**config.mk**
```make
export PLATFORM = sky130hd
export DESIGN_NAME = audio_i2s_tx
export DESIGN_NICKNAME = d
export VERILOG_FILES = /design/src/rtl/audio_pkg.sv /design/src/rtl/i2s_bit_timer.sv /design/src/rtl/audio_i2s_tx.sv
export SDC_FILE = /design/constraint.sdc
export NUM_CORES = 1
export LEC_CHECK = 0
export BUFFER_PORTS_ARGS = -buffer_cell sky130_fd_sc_hd__buf_2
export CORE_ASPECT_RATIO = 0.5
export CORE_MARGIN = 4
export CORE_UTILIZATION = 55
export CTS_BUF_LIST = sky130_fd_sc_hd__clkbuf_2
export DETAILED_ROUTE_END_ITERATION = 10
export GPL_TIMING_DRIVEN = 0
export PLACE_DENSITY = 0.82
export SKIP_CTS_REPAIR_TIMING = 1
export SLEW_MARGIN = 5
export SYNTH_ARGS = -nofsm -noshare
export SYNTH_HDL_FRONTEND = slang
export SYNTH_HIERARCHICAL = 1
export SYNTH_SLANG_ARGS = --single-unit
```
**constraint.sdc**
```tcl
create_clock -name clk -period 2.6 [get_ports clk]
set_input_delay 0.52 -clock clk [delete_from_list [all_inputs] [get_ports clk]]
set_output_delay 0.52 -clock clk [all_outputs]
set_load 0.05 [all_outputs]
```
**src/rtl/audio_pkg.sv**
```systemverilog
// Shared audio types and constants for the Pocket audio path.
package audio_pkg;

  localparam int AUDIO_FS_HZ = 48000;

  typedef struct packed {
    logic signed [15:0] left;
    logic signed [15:0] right;
  } stereo_sample_t;

  function automatic logic [15:0] sat_inc16(input logic [15:0] v);
    return (v == 16'hFFFF) ? v : v + 16'd1;
  endfunction

endpackage

```
**src/rtl/i2s_bit_timer.sv**
```systemverilog
// I2S frame timing: free-running frame counter, registered sclk/lrck, slot and strobes.
// sclk/lrck lag the counter by one clk so they move together with the serial data register.
module i2s_bit_timer #(
  parameter int SCLK_DIV  = 4,
  parameter int SLOT_BITS = 32
) (
  input  logic                         clk,
  input  logic                         reset,
  output logic                         sclk,
  output logic                         lrck,
  output logic [$clog2(SLOT_BITS)-1:0] slot,
  output logic                         channel,
  output logic                         phase0,
  output logic                         frame_start
);

  localparam int PW = $clog2(SCLK_DIV);
  localparam int SW = $clog2(SLOT_BITS);
  localparam int CW = PW + SW + 1;

  logic [CW-1:0] cnt;
  logic [PW-1:0] phase;

  assign phase       = cnt[PW-1:0];
  assign slot        = cnt[PW+SW-1:PW];
  assign channel     = cnt[CW-1];
  assign phase0      = (phase == '0);
  assign frame_start = (cnt == '0);

  always_ff @(posedge clk) begin
    if (reset) begin
      cnt  <= '0;
      sclk <= 1'b0;
      lrck <= 1'b0;
    end else begin
      cnt  <= cnt + CW'(1);
      // SCLK_DIV is a power of 2, so phase >= SCLK_DIV/2 is the top phase bit
      sclk <= phase[PW-1];
      if (phase0) lrck <= channel;
    end
  end

endmodule

```
**src/rtl/audio_i2s_tx.sv**
```systemverilog
// I2S transmitter with a one-pair hold buffer; left MSB appears SCLK_DIV clk after frame_start.
// sample_ready is low while the hold register is full; AUDIO_I2S_UNDERRUN_COUNT_EN enables underrun_count.
module audio_i2s_tx
  import audio_pkg::*;
#(
  parameter int SAMPLE_WIDTH  = 16,
  parameter int SLOT_BITS     = 32,
  parameter int SCLK_DIV      = 4,
  parameter int UNDERRUN_HOLD = 1
) (
  input  logic                    clk,
  input  logic                    reset,
  input  logic [SAMPLE_WIDTH-1:0] sample_left,
  input  logic [SAMPLE_WIDTH-1:0] sample_right,
  input  logic                    sample_valid,
  output logic                    sample_ready,
  input  logic                    mute,
  output logic                    audio_mclk,
  output logic                    audio_sclk,
  output logic                    audio_lrck,
  output logic                    audio_dac,
  output logic [15:0]             underrun_count
);

  localparam int SW = $clog2(SLOT_BITS);

  logic [SW-1:0]           slot;
  logic                    channel;
  logic                    phase0;
  logic                    frame_start;

  logic [SAMPLE_WIDTH-1:0] hold_l, hold_r;
  logic [SAMPLE_WIDTH-1:0] act_l, act_r;
  logic [SAMPLE_WIDTH-1:0] cur_word;
  logic [SAMPLE_WIDTH-1:0] shreg;
  logic                    hold_full;
  logic                    hold_full_nxt;
  logic                    accept;

  i2s_bit_timer #(
    .SCLK_DIV  (SCLK_DIV),
    .SLOT_BITS (SLOT_BITS)
  ) u_timer (
    .clk         (clk),
    .reset       (reset),
    .sclk        (audio_sclk),
    .lrck        (audio_lrck),
    .slot        (slot),
    .channel     (channel),
    .phase0      (phase0),
    .frame_start (frame_start)
  );

  assign audio_mclk = clk;
  assign accept     = sample_valid && sample_ready;
  assign cur_word   = channel ? act_r : act_l;

  always_comb begin
    hold_full_nxt = hold_full;
    if (frame_start && hold_full) hold_full_nxt = 1'b0;
    if (accept)                   hold_full_nxt = 1'b1;
  end

  always_ff @(posedge clk) begin
    if (reset) begin
      hold_l       <= '0;
      hold_r       <= '0;
      act_l        <= '0;
      act_r        <= '0;
      shreg        <= '0;
      hold_full    <= 1'b0;
      sample_ready <= 1'b0;
      audio_dac    <= 1'b0;
    end else begin
      if (accept) begin
        hold_l <= sample_left;
        hold_r <= sample_right;
      end
      // a pair landing in hold on frame_start itself waits for the next frame
      if (frame_start) begin
        if (hold_full) begin
          act_l <= hold_l;
          act_r <= hold_r;
        end else if (UNDERRUN_HOLD == 0) begin
          act_l <= '0;
          act_r <= '0;
        end
      end
      hold_full    <= hold_full_nxt;
      sample_ready <= !hold_full_nxt;
      // slot 1 loads after frame_start has refreshed active; zeros shift in past the word
      if (phase0) begin
        if (slot == '0) begin
          audio_dac <= 1'b0;
          shreg     <= '0;
        end else if (slot == SW'(1)) begin
          audio_dac <= cur_word[SAMPLE_WIDTH-1] & ~mute;
          shreg     <= cur_word << 1;
        end else begin
          audio_dac <= shreg[SAMPLE_WIDTH-1] & ~mute;
          shreg     <= shreg << 1;
        end
      end
    end
  end

`ifdef AUDIO_I2S_UNDERRUN_COUNT_EN
  logic [15:0] underrun_cnt;

  always_ff @(posedge clk) begin
    if (reset) begin
      underrun_cnt <= '0;
    end else if (frame_start && !hold_full) begin
      underrun_cnt <= sat_inc16(underrun_cnt);
    end
  end

  assign underrun_count = underrun_cnt;
`else
  assign underrun_count = 16'd0;
`endif

endmodule

```
* Word level (Yosys, flattened, before mapping)
Cells that the tools add are included.
Operators by class: $add $sub $neg 1, equal/unequal tests 1, multiplexer cells 7, bitwise logic cells 3, reductions and logical operators 7
Operators by type and width (count):
- $mux W16 | 3
- $add A8 B1 Y8 const B | 1
- $logic_not A8 Y1 | 1
- $eq A5 B1 Y1 const B | 1
- $logic_not A5 Y1 | 1
- $mux W1 | 4
- $and A1 B1 Y1 | 2
- $logic_and A1 B1 Y1 | 2
- $logic_not A2 Y1 | 1
- $reduce_and A2 Y1 | 1
- $logic_not A1 Y1 | 1
- $not A1 Y1 | 1
Storage, ports and cells: register bits 93, input port bits 36, logic and storage cells 30

* Logic depth before layout (Yosys ltp)
Gate-level depths: netlist (run 1).
depth after elaboration 5, mapped depth 8

* Hierarchy
Netlist (run 1), hierarchy kept.
By module, submodules not included:
- audio_i2s_tx | instances 1, cells each 417, area each 3360.7 µm², sequential area each 1641.6 µm²
- i2s_bit_timer | instances 1, cells each 49, area each 444.2 µm², sequential area each 200.2 µm²

==> results of run 1 <==
routing by layer:
metal / vias to the layer above / track usage / share of wire
li1: 1660 / - / -
met1: 1436 / 0.284 / 0.52
met2: 73 / 0.300 / 0.41
met3: 11 / 0.0801 / 0.056
met4: 0 / 0.0811 / 0.013
met5: - / 0 / 0
layout make-up:
| cell class | count | area (um^2) | area share |
|---|---|---|---|
| sequential | 92 | 1840 | 0.428 |
| inverter | 3 | 11.3 | 0.00262 |
| buffer | 56 | 315 | 0.0733 |
| clock inverter | 5 | 28.8 | 0.00669 |
| multi-input combinational | 330 | 1700 | 0.394 |
| tap | 92 | 115 | 0.0268 |
| timing repair buffer | 41 | 215 | 0.0500 |
| clock buffer | 15 | 75.1 | 0.0175 |
| antenna | 1 | 2.50 | 0.000582 |
metrics by stage:
stage	area [um^2]	instances
final	4300	635
after global routing	4300	635
after CTS	4280	632
after detailed placement	4180	613
after global placement	4180	613
after floorplan	3860	481
registers in the layout, summed over array words and instances, names as in the netlist, 8 cells and up:
signal	count
act_l	16
hold_l	16
shreg	15
act_r	16
u_timer/cnt	8
hold_r	16
kinds of logic after synthesis:
| group | share of synthesized area |
|---|---|
| flip-flops | 0.484 |
| AND/OR/NAND/NOR | 0.242 |
| other | 0.000986 |
| buffers and inverters | 0.0848 |
| XOR/XNOR | 0.00691 |
| multiplexers | 0.0500 |
| adder cells (fa/ha/maj) | 0.00658 |
| AO/OA/AOI/OAI | 0.124 |
worst paths after layout:
| check | slack, ns | endpoint | startpoint |
|---|---|---|---|
| min | 0.07 | hold_l[0] | sample_left[0] |
| max reg2reg | 0.24 | act_l[6] | u_timer/cnt[2] |
| min reg2reg | 0.45 | act_l[3] | hold_l[3] |
| max | 0.24 | act_l[6] | u_timer/cnt[2] |
power by group through the flow:
stage               Sequential, uW  Combinational (uW)  Clock (uW)
floorplan                     1500                 199        82.9
global placement              1500                 273        94.0
detailed placement            1500                 275        94.0
CTS                           1470                 276         741
global route                  1480                 311         807
finish                        1470                 280         727
worst max-delay path, stage by stage (launching register included):
cell and delay [ns]:
dfxtp_1 0.43, or4_1 0.54, nor4b_2 0.44, and2_1 0.19, clkbuf_1 0.18, clkbuf_2 0.26
nand2_1 0.10, a21oi_1 0.16
cells in the final DEF (no fill, tap or decap), types with 2 or more instances in the layout:
| cell type | instances |
|---|---|
| clkbuf_1 | 21 |
| buf_1 | 5 |
| a21oi_1 | 68 |
| inv_1 | 3 |
| nand4_1 | 3 |
| conb_1 | 16 |
| or3_1 | 3 |
| buf_2 | 43 |
| buf_6 | 2 |
| buf_4 | 22 |
| o211ai_1 | 14 |
| nor2_1 | 9 |
| nand4b_1 | 14 |
| clkbuf_2 | 17 |
| nand2_1 | 160 |
| clkinv_1 | 2 |
| mux2_1 | 2 |
| xor2_1 | 2 |
| nor2b_1 | 2 |
| mux2_2 | 14 |
| dlygate4sd3_1 | 2 |
| and2_1 | 2 |
| o21ai_0 | 3 |
| nand3_1 | 4 |
| ha_1 | 2 |
| dfxtp_1 | 92 |
==> metrics.csv, run 1 <==
stage,metric,value,unit
floorplanning,die_h,66.8,um
floorplanning,io_pins,57,
synthesis,synthFlopType,dfxtp_1,
routing,drt_wl_total,8.15,mm
floorplanning,row_count,21,
routing,drc,0,
routing,vias,3180,
cells_and_area,drive_gt1_frac,0.194,
global_routing,grt_pass1_wl,13.4,mm
routing,detail-route-antenna-nets,0,
synthesis,synth.area.top_cells,"dfxtp_1 (48%), nand2_1 (16%), a21oi_1 (8.9%)",
run_status,status,completed,
power_and_ir_drop,p_int,1730,uW
place,dp_hpwl,5.98,mm
floorplanning,die_area,0.00839,mm^2
sta,setup_viol,0,
synthesis,synth_cells,466,
synthesis,netlist_area,0.00380,mm^2
clock_tree,clock_latency,0.64,ns
sta,finalWorstSetupSlack,0.239,ns
cells_and_area,utilization,0.642,
routing,via_per_inst,5.01,
floorplanning,core,0.00670,mm^2
synthesis,synthArstFlopShare,0,
sta,holdWs,0.0696,ns
synthesis,yosysMostFrequentCell,nand2_1,
place,io_buffers,40,
power_and_ir_drop,power.density,576,mW/mm^2
sta,skew,0.0211,ns
place,place_ws,0.156,ns
power_and_ir_drop,peakVddDrop,0.572,mV
worst_setup_path,crit_type,flip-flop to flip-flop,
routing,dr.pass1.iters,4,
worst_setup_path,crit_path_end_kind,flip-flop,
power_and_ir_drop,switching_share,0.303,
clock_tree,cts_tree,yes,
sta,slew_headroom,0.648,
synthesis,synth_common_cells,"nand2_1 (160), dfxtp_1 (92), a21oi_1 (68)",
sta,rsz0062_at_grt,false,
sta,fin_crit_sh,0.908,
worst_setup_path,reg2reg_depth,7,
cells_and_area,final_nets,575,
run,maxCapViolCount,0,
power_and_ir_drop,comb_power_share,0.113,
synthesis,synth-seq-cells,92,
power_and_ir_drop,clock_power_share,0.293,
synthesis,avgSynthCellArea,8.17,um^2
floorplanning,die_w,126,um
power_and_ir_drop,leakage,0.00162,uW
sta,fin_crit,2.36,ns
sta,final_max_slew_viol_count,0,
routing,drtIter0Drc,188,
global_routing,grt_max_degree,15,
worst_setup_path,critical_path.max_fanout,10,
synthesis,synth_top_area_frac,0.484,
routing,wire_per_inst,12.8,um
global_routing,overflow,0,
worst_setup_path,cp.arrival,2.95,ns
hold_path,min_path_cells,3,
sta,hold_viol_final,0,
cells_and_area,nFillCells,595,
worst_setup_path,start_kind,flip-flop,
sta,tightest_slew,0.528,ns
cells_and_area,syn2layout_area_growth,13.1,%
synthesis,synth_warnings,6,
sta,clock.fmax,423,MHz
floorplanning,initial_utilization,0.568,
global_routing,antenna_found_initial,1,
global_routing,track_usage,0.209,
synthesis,ys_seq_area_frac,0.484,
power_and_ir_drop,power.switching,752,uW
power_and_ir_drop,p_total,2480,uW
clock_tree,clkSlewWorstSetupHoldPaths,0.24,ns
sta,timing.setup.tns,0,ns
place,gp_congestion,0.827,
global_routing,first_global_vias,2831,
power_and_ir_drop,seqPwrFrac,0.594,
hold_path,hp-class,input port to flip-flop,
synthesis,synth_cell_types,35,
worst_setup_path,required,3.19,ns
synthesis,yosysTopAreaCell,dfxtp_1,
synthesis,synth_edf_count,0,
Note: power is estimated with default switching activity, not from simulation.
==> run 2: changes to the inputs <==
- CTS_CLUSTER_SIZE: unset -> 20
- REMOVE_ABC_BUFFERS: unset -> 1
==> run 2 against run 1 <==
Clock skew fell by 0.0014 ns; critical path depth fell by 2; non-clock buffer count down 58; hold slack gained 0.039 ns; die area did not move; global-route usage fell by 3.7 points; sequential share of layout area grew 3.2 points; final area fell by 7.0%; via count fell by 7.0%; register-to-register slack got worse by 0.11 ns; largest power group unchanged; clock-buffer cell count down 1; highest routed layer unchanged.
==> metrics.csv, run 2 (same netlist as run 1, synthesis figures left out) <==
stage,metric,value,unit,change
run_status,status,completed,,unchanged
worst_setup_path,critPathTopFamily,simple AND/OR/NAND/NOR gates,,unchanged
power_and_ir_drop,p_total,2490,uW,was 2480 uW
power_and_ir_drop,leakage,0.00145,uW,was 0.00162 uW
hold_path,min_path_cells,3,,unchanged
place,gp_congestion,0.688,,was 0.827
cells_and_area,final_cells,576,,was 635
global_routing,grt_pass1_wl,11.8,mm,was 13.4 mm
floorplanning,initial_utilization,0.568,,unchanged
hold_path,min-delay-start,sample_left[14],,was sample_left[0]
worst_setup_path,start_kind,flip-flop,,unchanged
worst_setup_path,required,3.14,ns,was 3.19 ns
power_and_ir_drop,power.density,622,mW/mm^2,was 576 mW/mm^2
sta,setup_viol,0,,unchanged
hold_path,hp-class,input port to flip-flop,,unchanged
floorplanning,row_count,21,,unchanged
worst_setup_path,reg2reg_depth,5,,was 7
clock_tree,clock_latency,0.61,ns,was 0.64 ns
cells_and_area,diodes,0,,was 1
cells_and_area,mostFrequentLayoutCells,"nand2_1 (159), dfxtp_1 (92), a21oi_1 (68), buf_2 (39), conb_1 (16)",,"was nand2_1 (160), dfxtp_1 (92), a21oi_1 (68), buf_2 (43), buf_4 (22)"
worst_setup_path,critical_path.max_fanout,32,,was 10
sta,skew,0.0197,ns,was 0.0211 ns
sta,final_max_slew_viol_count,0,,unchanged
worst_setup_path,slowest_stage,dfxtp_1,,was or4_1
global_routing,antenna_found_initial,0,,was 1
worst_setup_path,critical_path_depth,5,,was 7
global_routing,track_usage,0.172,,was 0.209
global_routing,grt_max_degree,96,,was 15
floorplanning,die_h,66.8,um,unchanged
floorplanning,die_w,126,um,unchanged
sta,fin_crit,2.47,ns,was 2.36 ns
routing,vias,2957,,"was 3,180"
routing,drc,0,,unchanged
worst_setup_path,crit_type,flip-flop to flip-flop,,unchanged
cells_and_area,mostFrequentLayoutCell,nand2_1,,unchanged
power_and_ir_drop,peakVddDrop,0.236,mV,was 0.572 mV
worst_setup_path,cp.arrival,3.01,ns,was 2.95 ns
floorplanning,io_pins,57,,unchanged
sta,slew_headroom,0.230,,was 0.648
place,dp.cells,557,,was 613
run,maxCapViolCount,0,,unchanged
floorplanning,core,0.00670,mm^2,unchanged
global_routing,first_global_vias,2655,,"was 2,831"
sta,tightest_slew,1.15,ns,was 0.528 ns
worst_setup_path,r2r-start,u_timer/cnt[2],,unchanged
cells_and_area,final_nets,517,,was 575
routing,detail-route-antenna-nets,0,,unchanged
place,io_buffers,40,,unchanged
place,dp_hpwl,4.27,mm,was 5.98 mm
floorplanning,die_area,0.00839,mm^2,unchanged
routing,via_per_inst,5.13,,was 5.01
routing,dr.pass1.iters,5,,was 4
hold_path,hold_path_end,hold_l[14],,was hold_l[0]
clock_tree,clkSlewWorstSetupHoldPaths,0.23,ns,was 0.24 ns
routing,wire_per_inst,12.3,um,was 12.8 um
cells_and_area,drive_gt1_frac,0.163,,was 0.194
routing,drtIter0Drc,263,,was 188
worst_setup_path,cp_num_buf_inv,0,,was 2
cells_and_area,syn2layout_area_growth,5.16,%,was 13.1%
worst_setup_path,worstReg2RegEnd,act_l[2],,was act_l[6]
global_routing,overflow,0,,unchanged
sta,clock.fmax,404,MHz,was 423 MHz
worst_setup_path,r2r_setup_slack,0.13,ns,was 0.24 ns
routing,drt_wl_total,7.06,mm,was 8.15 mm
sta,hold_viol_final,0,,unchanged
clock_tree,cts_tree,yes,,unchanged
worst_setup_path,cp_cell_sequence,or4_1 > nor4b_2 > and2_4 > nand2_1 > a21oi_1,,was or4_1 > nor4b_2 > and2_1 > clkbuf_1 > clkbuf_2 > nand2_1 > a21oi_1
worst_setup_path,crit_path_end_kind,flip-flop,,unchanged
worst_setup_path,slowest_delay,0.62,ns,was 0.54 ns
sta,fin_crit_sh,0.951,,was 0.908
run 2: worst min-delay path: stages:
cell     delay (ns)
buf_2          0.09
nand2_1        0.04
a21oi_1        0.05
run 2: power breakdown:
part	internal, uW	switching [uW]
sequential	1450	25.7
combinational	62.0	177
clock	258	518
total	1770	721
run 2: worst max path at each step:
stage               slack (ns)       end           start
detailed placement       -0.27  act_r[6]  u_timer/cnt[2]
global placement         -0.25  act_l[0]  u_timer/cnt[2]
finish                    0.13  act_l[2]  u_timer/cnt[2]
global route            -0.005  act_l[7]  u_timer/cnt[2]
CTS                      -0.32  act_l[0]  u_timer/cnt[1]
floorplan                 0.35  act_l[0]  u_timer/cnt[2]
run 2: area by class of cell:
| class | instances | area, um^2 |
|---|---|---|
| clock buffer | 14 | 70.1 |
| clock inverter | 6 | 55.1 |
| fill | 632 | 2700 |
| inverter | 3 | 11.3 |
| multi-input combinational | 330 | 1710 |
| sequential | 92 | 1840 |
| tap | 92 | 115 |
| timing repair buffer | 39 | 198 |
run 2: routing by layer:
layer	part of all wire	vias up	global-route usage
li1	-	1537	-
met1	0.48	1346	0.215
met2	0.46	70	0.287
met3	0.065	4	0.0472
met4	0.0033	0	0.0716
met5	0	-	0
run 2: stage by stage:
stage / util / hold WS (ns) / TNS (ns) / area [um^2] / setup slack [ns]
2_1_floorplan: - / 0.426 / 0 / 3550 / 0.354
3_3_place_gp: 0.577 / 0.438 / -9.83 / 3860 / -0.250
3_5_place_dp: 0.577 / 0.443 / -7.66 / 3870 / -0.270
4_1_cts: 0.595 / 0.0669 / -8.63 / 3990 / -0.320
5_1_grt: 0.597 / 0.0326 / -0.00513 / 4000 / -0.00513
6_report: 0.597 / 0.108 / 0 / 4000 / 0.128
==> run 3: changes to the inputs <==
- ABC_AREA: unset -> 1
- MAX_ROUTING_LAYER: unset -> met4
==> run 3 against run 2 <==
Combinational power up 34%; wire length increased by 4.1%; worst setup slack better by 0.14 ns; sequential power grew 3%; sequential cell count did not move; hold slack got worse by 0.030 ns; register-to-register slack improved by 0.14 ns; critical path type unchanged.
==> metrics.csv, run 3 <==
stage,metric,value,unit,change
run_status,status,completed,,unchanged
routing,vias,3197,,"was 2,957"
synthesis,synth_edf_count,0,,unchanged
worst_setup_path,slowest_stage,nor4_2,,was dfxtp_1
cells_and_area,mostFrequentLayoutCell,nor2_1,,was nand2_1
place,dp_hpwl,4.56,mm,was 4.27 mm
sta,holdWs,0.0785,ns,was 0.108 ns
run,maxCapViolCount,0,,unchanged
worst_setup_path,start_kind,flip-flop,,unchanged
synthesis,synth.area.top_cells,"dfxtp_1 (47%), nor2_1 (11%), o21ai_0 (8.5%)",,"was dfxtp_1 (48%), nand2_1 (16%), a21oi_1 (8.9%)"
sta,fin_crit,2.33,ns,was 2.47 ns
routing,via_per_inst,4.87,,was 5.13
sta,slew_headroom,0.454,,was 0.230
synthesis,synth-seq-cells,92,,unchanged
synthesis,synthFlopType,dfxtp_1,,unchanged
sta,finalWorstSetupSlack,0.272,ns,was 0.128 ns
sta,fin_crit_sh,0.895,,was 0.951
power_and_ir_drop,power.density,619,mW/mm^2,was 622 mW/mm^2
global_routing,antenna_found_initial,0,,unchanged
floorplanning,io_pins,57,,unchanged
place,gp_congestion,0.810,,was 0.688
worst_setup_path,crit_path_end_kind,flip-flop,,unchanged
cells_and_area,drive_gt1_frac,0.140,,was 0.163
routing,detail-route-antenna-nets,0,,unchanged
synthesis,avgSynthCellArea,7.32,um^2,was 8.17 um^2
synthesis,synthArstFlopShare,0,,unchanged
global_routing,grt_max_degree,66,,was 96
cells_and_area,syn2layout_area_growth,4.88,%,was 5.16%
sta,clock.fmax,430,MHz,was 404 MHz
place,place_ws,-1.20,ns,was -0.270 ns
clock_tree,cts_tree,yes,,unchanged
worst_setup_path,required,3.21,ns,was 3.14 ns
sta,rsz0062_at_grt,false,,
floorplanning,die_area,0.00868,mm^2,was 0.00839 mm^2
sta,skew,0.0225,ns,was 0.0197 ns
floorplanning,initial_utilization,0.578,,was 0.568
synthesis,synth_warnings,6,,unchanged
synthesis,yosysMostFrequentCell,nor2_1,,was nand2_1
worst_setup_path,cp_num_buf_inv,3,,was 0
synthesis,synth_common_cells,"nor2_1 (117), dfxtp_1 (92), nand2_1 (83)",,"was nand2_1 (160), dfxtp_1 (92), a21oi_1 (68)"
place,dp.cells,636,,was 557
synthesis,synth_cell_types,25,,was 35
cells_and_area,final_cells,656,,was 576
worst_setup_path,cp_cell_sequence,inv_1 > ha_1 > inv_1 > nor4_2 > nand2_4 > clkinvlp_4 > nor2_1 > nor2_1,,was or4_1 > nor4b_2 > and2_4 > nand2_1 > a21oi_1
synthesis,ys_seq_area_frac,0.467,,was 0.484
sta,final_max_slew_viol_count,0,,unchanged
worst_setup_path,cp.arrival,2.94,ns,was 3.01 ns
worst_setup_path,critical_path.max_fanout,48,,was 32
worst_setup_path,crit_type,flip-flop to flip-flop,,unchanged
power_and_ir_drop,peakVddDrop,0.256,mV,was 0.236 mV
power_and_ir_drop,p_total,2560,uW,was 2490 uW
cells_and_area,final_nets,597,,was 517
synthesis,yosysTopAreaCell,dfxtp_1,,unchanged
clock_tree,clock_latency,0.67,ns,was 0.61 ns
worst_setup_path,critPathTopFamily,simple AND/OR/NAND/NOR gates,,unchanged
clock_tree,clkSlewWorstSetupHoldPaths,0.24,ns,was 0.23 ns
sta,setup_viol,0,,unchanged
global_routing,track_usage,0.182,,was 0.172
routing,drc,0,,unchanged
sta,timing.setup.tns,0,ns,unchanged
floorplanning,die_w,128,um,was 126 um
cells_and_area,mostFrequentLayoutCells,"nor2_1 (117), dfxtp_1 (91), nand2_1 (81), o21ai_0 (67), inv_1 (45)",,"was nand2_1 (159), dfxtp_1 (92), a21oi_1 (68), buf_2 (39), conb_1 (16)"
worst_setup_path,slowest_delay,0.43,ns,was 0.62 ns
routing,drtIter0Drc,231,,was 263
cells_and_area,diodes,0,,unchanged
power_and_ir_drop,leakage,0.00167,uW,was 0.00145 uW
synthesis,netlist_area,0.00395,mm^2,was 0.00380 mm^2
routing,dr.pass1.iters,4,,was 5
floorplanning,die_h,67.9,um,was 66.8 um
sta,hold_viol_final,0,,unchanged
routing,drt_wl_total,7.34,mm,was 7.06 mm
global_routing,overflow,0,,unchanged
place,io_buffers,40,,unchanged
floorplanning,row_count,21,,unchanged
floorplanning,core,0.00683,mm^2,was 0.00670 mm^2
synthesis,synth_top_area_frac,0.467,,was 0.484
hold_path,hp-class,input port to flip-flop,,unchanged
routing,wire_per_inst,11.2,um,was 12.3 um
global_routing,grt_pass1_wl,12.5,mm,was 11.8 mm
sta,tightest_slew,0.818,ns,was 1.15 ns
synthesis,synth_cells,539,,was 466
global_routing,first_global_vias,2997,,"was 2,655"
==> run 3: path summary, 6_finish.rpt <==
kind                   start         to  slack, ns  cells after the start
min reg2reg         act_l[9]   act_l[9]       0.47                      2
min          sample_right[2]  hold_r[2]       0.08                      3
max reg2reg   u_timer/cnt[0]   act_r[9]       0.27                      8
max           u_timer/cnt[0]   act_r[9]       0.27                      8
==> run 3: area by class of cell <==
type,instances,area (um^2)
Clock buffer,14,70.1
Clock inverter,6,40.0
Fill cell,667,2690
Inverter,49,191
Multi-Input combinational cell,363,1680
Sequential cell,92,1840
Tap cell,92,115
Timing Repair Buffer,39,195
Timing Repair inverter,1,5.00
==> run 3: logic make-up (layout without fill, tap and decap cells) <==
family	count (synthesis)	in the layout	share of synthesized area
buffers and inverters	99	109	0.126
other	1	16	0.000950
and+or+nand+nor	227	227	0.236
AOI/OAI and AO/OA	118	118	0.164
adders and majority gates	2	2	0.00634
DFF	92	92	0.467
==> run 3: through the flow <==
stage / area (um^2) / util
floorplan: 3690 / -
global placement: 4000 / 0.586
detailed placement: 4000 / 0.586
CTS: 4110 / 0.601
global route: 4140 / 0.606
finish: 4140 / 0.606
==> run 3: tightest hold or removal path: stages <==
cell and delay [ns]:
buf_2 0.07, o21ai_0 0.07, nor2_1 0.07
==> run 3: routing by layer <==
metal  global-route usage  wire (um)  vias up  part of all wire
li1                     -          -     1701                 -
met1                0.221       3580     1414              0.49
met2                0.296       3190       72              0.43
met3               0.0569        469       10             0.064
met4               0.0595        105        0             0.014
met5                    -          0        -                 0
==> run 3: power by group <==
part | leakage [uW] | switching (uW) | internal [uW]
combinational | 0.000839 | 225 | 96.8
sequential | 0.000751 | 33.9 | 1490
clock | 0.0000785 | 550 | 171
total | 0.00167 | 809 | 1750
